## src/rtl/icache_fill_unit.sv

```systemverilog
// Instruction-cache line fill: fetches one 128-bit line as two 64-bit beats and returns it.
// Optional watchdog on the beat phase is enabled by defining ICACHE_FILL_TIMEOUT_EN.
module icache_fill_unit #(
    parameter int PADDR_W     = 26,
    parameter int N_WAY       = 4,
    parameter int TIMEOUT_CYC = 255
) (
    input  logic                     clk_i,
    input  logic                     rst_i,
    input  logic                     req_valid_i,
    input  logic [$clog2(N_WAY)-1:0] req_way_i,
    input  logic [PADDR_W-1:0]       req_paddr_i,
    input  logic                     req_kill_i,
    output logic                     req_ready_o,
    output logic                     resp_valid_o,
    output logic                     resp_ack_o,
    output logic                     resp_err_o,
    output logic [127:0]             resp_data_o,
    output logic [$clog2(N_WAY)-1:0] resp_way_o,
    output logic [1:0]               resp_beat_o,
    output logic                     mem_req_valid_o,
    input  logic                     mem_req_ready_i,
    output logic [PADDR_W-1:0]       mem_req_addr_o,
    input  logic                     mem_rsp_valid_i,
    input  logic [63:0]              mem_rsp_data_i,
    input  logic                     mem_rsp_last_i,
    input  logic                     mem_rsp_err_i,
    output logic                     busy_o
);

    if (TIMEOUT_CYC < 1) begin : g_bad_timeout
        $error("TIMEOUT_CYC must be at least 1");
    end
    if (N_WAY < 2) begin : g_bad_ways
        $error("N_WAY must be at least 2");
    end

    typedef enum logic [2:0] {
        IDLE,
        MEM_REQ,
        WAIT_BEATS,
        RESP,
        DRAIN
    } state_t;

    state_t                     state_q;
    state_t                     state_d;
    logic [$clog2(N_WAY)-1:0]   way_q;
    logic [PADDR_W-1:0]         addr_q;
    logic [127:0]               data_q;
    logic [1:0]                 beat_q;
    logic                       err_q;
    logic                       ack_q;
    logic                       beat_done;
    logic                       beat_bad;
    logic                       wd_expired;

    // A beat completes the line when one beat has already been counted.
    assign beat_done = mem_rsp_valid_i && (beat_q == 2'd1);
    // Beat 0 must not carry last, beat 1 must carry it.
    assign beat_bad  = mem_rsp_err_i || (mem_rsp_last_i != beat_q[0]);

`ifdef ICACHE_FILL_TIMEOUT_EN
    localparam int WD_W = $clog2(TIMEOUT_CYC + 1);
    logic [WD_W-1:0] wd_q;
    logic            wd_active;

    assign wd_active  = (state_q == WAIT_BEATS) || (state_q == DRAIN);
    assign wd_expired = wd_active && (wd_q == WD_W'(TIMEOUT_CYC - 1));

    always_ff @(posedge clk_i) begin
        if (rst_i || !wd_active || (state_d != state_q)) begin
            wd_q <= '0;
        end else begin
            wd_q <= wd_q + 1'b1;
        end
    end
`else
    assign wd_expired = 1'b0;
`endif

    always_ff @(posedge clk_i) begin
        if (rst_i) begin
            state_q <= IDLE;
        end else begin
            state_q <= state_d;
        end
    end

    always_comb begin
        state_d = state_q;
        case (state_q)
            IDLE: begin
                if (req_valid_i) state_d = MEM_REQ;
            end
            MEM_REQ: begin
                if (mem_req_ready_i)  state_d = req_kill_i ? DRAIN : WAIT_BEATS;
                else if (req_kill_i)  state_d = IDLE;
            end
            WAIT_BEATS: begin
                // A kill that coincides with the final beat has nothing left to drain.
                if (req_kill_i)      state_d = beat_done ? IDLE : DRAIN;
                else if (beat_done)  state_d = RESP;
                else if (wd_expired) state_d = RESP;
            end
            RESP: begin
                state_d = IDLE;
            end
            DRAIN: begin
                if (beat_done || wd_expired) state_d = IDLE;
            end
            default: state_d = IDLE;
        endcase
    end

    always_comb begin
        req_ready_o     = (state_q == IDLE);
        busy_o          = (state_q != IDLE);
        mem_req_valid_o = (state_q == MEM_REQ);
        resp_valid_o    = (state_q == RESP);
        resp_err_o      = (state_q == RESP) && err_q;
        resp_ack_o      = ack_q;
        mem_req_addr_o  = addr_q;
        resp_data_o     = data_q;
        resp_way_o      = way_q;
        resp_beat_o     = beat_q;
    end

    always_ff @(posedge clk_i) begin
        if (rst_i) begin
            ack_q  <= 1'b0;
            way_q  <= '0;
            addr_q <= '0;
            data_q <= '0;
            beat_q <= '0;
            err_q  <= 1'b0;
        end else begin
            ack_q <= (state_q == IDLE) && req_valid_i;
            case (state_q)
                IDLE: begin
                    if (req_valid_i) begin
                        way_q  <= req_way_i;
                        addr_q <= req_paddr_i & ~PADDR_W'(15);
                        data_q <= '0;
                        beat_q <= '0;
                        err_q  <= 1'b0;
                    end
                end
                WAIT_BEATS: begin
                    if (mem_rsp_valid_i) begin
                        if (beat_q[0]) data_q[127:64] <= mem_rsp_data_i;
                        else           data_q[63:0]   <= mem_rsp_data_i;
                        beat_q <= beat_q + 2'd1;
                        if (beat_bad) err_q <= 1'b1;
                    end else if (wd_expired) begin
                        err_q <= 1'b1;
                    end
                end
                DRAIN: begin
                    if (mem_rsp_valid_i) beat_q <= beat_q + 2'd1;
                end
                default: ;
            endcase
        end
    end

endmodule

```

## config.mk

```make
export PLATFORM = sky130hd
export DESIGN_NAME = icache_fill_unit
export DESIGN_NICKNAME = d
export VERILOG_FILES = /design/src/rtl/icache_fill_unit.sv
export SDC_FILE = /design/constraint.sdc
export NUM_CORES = 1
export LEC_CHECK = 0
export ABC_CLOCK_PERIOD_IN_PS = 1950
export CAP_MARGIN = 20
export CELL_PAD_IN_SITES_DETAIL_PLACEMENT = 0
export CELL_PAD_IN_SITES_GLOBAL_PLACEMENT = 2
export CORE_MARGIN = 1.5
export CORE_UTILIZATION = 24
export CTS_CLUSTER_SIZE = 40
export DETAILED_ROUTE_END_ITERATION = 6
export PLACE_DENSITY = 0.92
export SETUP_SLACK_MARGIN = 0.3
export SLEW_MARGIN = 20
export SYNTH_ARGS = -nofsm -noshare
export SYNTH_HDL_FRONTEND = slang
export SYNTH_SLANG_ARGS = --single-unit
```

## constraint.sdc

```tcl
create_clock -name clk_i -period 1.95 [get_ports clk_i]
set_clock_uncertainty 0.2 [all_clocks]
set_input_delay 0.39 -clock clk_i [delete_from_list [all_inputs] [get_ports clk_i]]
set_output_delay 0.39 -clock clk_i [all_outputs]
set_load 0.02 [all_outputs]
```

Word level (Yosys, flattened, before mapping)
Cells that the tools add are included.

operators by class
  $add $sub $neg = 1
  multipliers = 0
  div/mod/pow operators = 0
  order comparisons = 0
  equal/unequal tests = 15
  shift operators = 0
  mux-type cells = 21
  bitwise operators = 0
  reductions and logical operators = 15

operator list
  cell                 count
  $mux 128             2
  $pmux 128 s2         1
  $mux 64              2
  $mux 3               8
  $reduce_and 4->1     4
  $ne 2x2->1 const B   6
  $pmux 3 s4           1
  $eq 3x2->1 const B   2
  $mux 2               2
  $pmux 2 s2           1
  $reduce_bool 2->1    2
  $eq 3x1->1 const B   1
  $eq 3x3->1 const B   1
  $logic_and 1x1->1    3
  $logic_not 3->1      1
  $mux 1               3
  $ne 3x2->1 const B   1
  $ne 3x3->1 const B   1
  $reduce_and 3->1     1
  $reduce_bool 3->1    1
  $add 2x1->2 const B  1
  $eq 2x1->1 const B   1
  $ne 2x1->1 const B   1
  $pmux 1 s2           1
  other kinds (4)      4

storage, ports and cells
  register bits = 159
  latch bits = 0
  memory bits (writable) = 0
  bits in read-only memories = 0
  bits of input ports = 100
  output and inout bits = 164
  word-level logic and storage cells = 60
  memories = 0

Depth between registers and ports, before layout
  depth after elaboration = 5
  mapped depth = 7
  depth with buffers taken out = 6

Least setup slack after synthesis
OpenSTA, ideal clock, no wires.

  path kind = register -> output
  from = reg state_q[2]
  to = out busy_o
  data arrival time = 1,296 ps
  required time = 1,360 ps
  slack = 64 ps
  cell stages (with the launch flop) = 4
  buffers on the path = 1
  path through = dfxtp_1 > buf_4 > nor3_1 > inv_1

between the ends
  longest elaborated chain between the ends = 1

ends and longest elaborated chain
  what                    RTL line  source
  from (decl)             46        state_t state_q;
  from (signal assigned)  86        state_q <= state_d;
  $reduce_bool 3->1       118       busy_o = (state_q != IDLE);
  to (decl)               28        output logic busy_o

Every way passes these cells.

Final worst setup path
  from = reg state_q[2]
  to = out resp_err_o

between the ends
  longest elaborated chain between the ends = 2

ends and longest elaborated chain
  what               RTL line  source
  $eq 3x2->1         121       resp_err_o = (state_q == RESP) && err_q;
  $logic_and 1x1->1  121
  to (decl)          17        output logic resp_err_o,

Every way passes these cells.

==> results.cfg <==
[timing]
slew_violations = 0
setup_slack_ps = 90.98
grt_setup_unrepaired = true
finalCriticalPeriod_ps = 1859
fmax_mhz = 537.9
setup_viol = 0
finalCritPeriodShare = 0.9533
hold_viol = 0
whs_ps = 273.8
fin_tns_setup_ps = 0

[critical_path]
worstSetupStartpoint = state_q[2]
critPathMaxStageDelay_ps = 380
worstPathArrival_ps = 1270
path_max_fanout = 5
endpoint_kind = output port
crit_slowest_cell = dfxtp_4
critical_path_class = reg -> out
path_cells = and3b_2 -> and2_4 -> buf_6
reg2reg_from = state_q[2]
crit_path_start_kind = flop
cp.required_ps = 1360

[flow_run]
cap_violations = 0

[place]
place_congestion = 0.7223
io_buffer_count = 255
place_ws_ps = -199.9
hpwlAfterDp_um = 11970

[routing]
drt_iter0_markers = 232
route.detailed.drc = 0
ant_nets = 0
vias = 5715
vias_per_cell = 4.554
firstDrtPassIters = 5
avgRoutedWirePerCell_um = 18.77
drt-total-wl_um = 23560

[global_route]
grt_max_degree = 75
antenna_found_initial = 1
grt_pass1_wl_um = 31200
grt-ovfl-total = 0
grt.total_usage = 0.1562
grt_pass1_vias = 5395

[synthesis]
synthArstFlopShare = 0
yosysWarnings = 0
ys.flop_type = dfxtp_1
synth_edf_count = 0
synth_top_area_cell = dfxtp_1
yosys.cell_count.top_type = dfxtp_1
yosys-top-cells-count = 159 x dfxtp_1, 132 x nand3b_1, 100 x o21ai_0
yosysUniqueCellTypes = 37
synth_area_sq_mm = 0.005948
ys_seq_elements = 159
yosysSeqAreaShare = 0.5351
synthTopCellsByArea = dfxtp_1 54%, nand3b_1 17%, o21ai_0 8.4%, nand2_1 4.2%, a22o_1 3.5%
yosysTopAreaCellShare = 0.5351
synth.avg_cell_area_sq_um = 9.672
syn_inst = 615

[pwr]
combPwrFrac = 0.213
power_density_mw_per_mm2 = 795.3
p_int_w = 0.005939
switching_share = 0.2869
p_clk_frac = 0.383
vdd_drop_max_mv = 0.3949
power.leakage_nw = 4.241
p_switching_w = 0.002389
power_frac_seq = 0.404

[final_layout]
fill_cells = 2408
area_growth_pct = 76.06
drive_gt1_frac = 0.4075
final_nets = 1018

[clock_network]
clock-sinks = 159
cts_tree = yes
h-tree-depth = 4
cts_hold_buffers = 0
clkTransAtPathRegs_ps = 70
clk_latency_ps = 420
cts_buffers = 17
root_buffer = clkbuf_16
cts.path.max_buffers = 2

[hold_path]
hp-class = reg -> reg
worstHoldStart = resp_data_o[81]

[floorplan]
initial_core_util = 0.2446
dieWidth_um = 160.4
dieHeight_um = 160.4
io_pins = 264
die-area_sq_mm = 0.02574
row_count = 57
coreArea_sq_mm = 0.02432

[status]
outcome = completed
## per-layer routing
layer | share of wire | vias to the layer above | global-route usage
li1 | - | 2768 | -
met3 | 0.052 | 26 | 0.04236
met5 | 0 | - | 0
met4 | 0.018 | 0 | 0.05268
met2 | 0.47 | 184 | 0.2556
met1 | 0.45 | 2737 | 0.1980
## stage by stage
| stage | std cells | total power (W) | util | area (sq um) |
|---|---|---|---|---|
| global route | 1254 | 0.008667 | 0.4305 | 10470 |
| floorplan | 618 | 0.003989 | - | 5973 |
| global placement | 1163 | 0.004548 | 0.3676 | 8941 |
| finish | 1255 | 0.008329 | 0.4306 | 10470 |
| CTS | 1217 | 0.007970 | 0.4128 | 10040 |
| detailed placement | 1163 | 0.004549 | 0.3676 | 8941 |
## timing repair
action,4_1_cts,5_1_grt
gates cloned,11,25
buffers inserted,11,12
resized for setup,544,298
setup endpoints to repair,312,252
pin swaps,5,35
## kinds of logic (layout without fill, tap and decap cells)
kind of cell	Yosys count	in the layout	synth area share
flip-flops	159	159	0.5351
AND/OR/NAND/NOR	224	224	0.2356
XOR/XNOR	2	2	0.002945
multiplexers	2	2	0.003786
AO/OA/AOI/OAI	162	162	0.1552
other	1	5	0.0006304
buffers and inverters	64	376	0.06458
adder cells (fa/ha/maj)	1	1	0.002103
## worst max-delay path: cells and delay by family (launching register included)
kind | cells | cell delay [ps]
flops | 1 | 380
simple gates | 2 | 350
buf+inv | 1 | 120
## state kept, by name, indices dropped and copies added (netlist names)
name / flops
state_q: 3
err_q: 1
resp_ack_o: 1
resp_data_o: 128
resp_way_o: 2
resp_beat_o: 2
mem_req_addr_o: 22
## final cells by class
cell class / count / area, sq um / area share
flip-flops and latches: 159 / 3196 / 0.3051
well taps: 324 / 405.4 / 0.03871
inverters: 2 / 7.507 / 0.0007168
clock inverters: 15 / 128.9 / 0.01231
multi-input cells: 395 / 2720 / 0.2597
diodes: 1 / 2.502 / 0.0002389
repair buffers: 342 / 3587 / 0.3425
clock buffers: 17 / 425.4 / 0.04062
## path summary, 6_finish.rpt
check / end / slack (ps) / cells after the start
worst min register to register: resp_data_o[81] / 270 / 2
worst min-delay path: resp_data_o[81] / 270 / 2
worst max-delay path: resp_err_o / 90 / 3
worst max register to register: resp_data_o[110] / 200 / 8
## power groups by stage
stage | Clock (W) | Combinational [W] | Sequential (W)
after floorplan | 0 | 0.000477 | 0.00351
after global routing | 0.00343 | 0.00186 | 0.00337
after CTS | 0.00328 | 0.00133 | 0.00336
after detailed placement | 0 | 0.00112 | 0.00343
after global placement | 0 | 0.00112 | 0.00343
final | 0.00319 | 0.00177 | 0.00336
## cells in the final DEF (no fill, tap or decap), drive strengths merged, types with 3 or more instances in the layout
master	synthesis	layout
o21ai	132	132
nand3b	132	132
nand3	3	3
inv	2	8
clkdlybuf4s50	0	93
dfxtp	159	159
clkbuf	27	37
nor2	6	6
clkdlybuf4s15	0	38
buf	35	189
a22o	24	24
nand2	67	67
clkinv	0	7
conb	1	4
and2	4	4
Power figures use the tool's default switching activity.
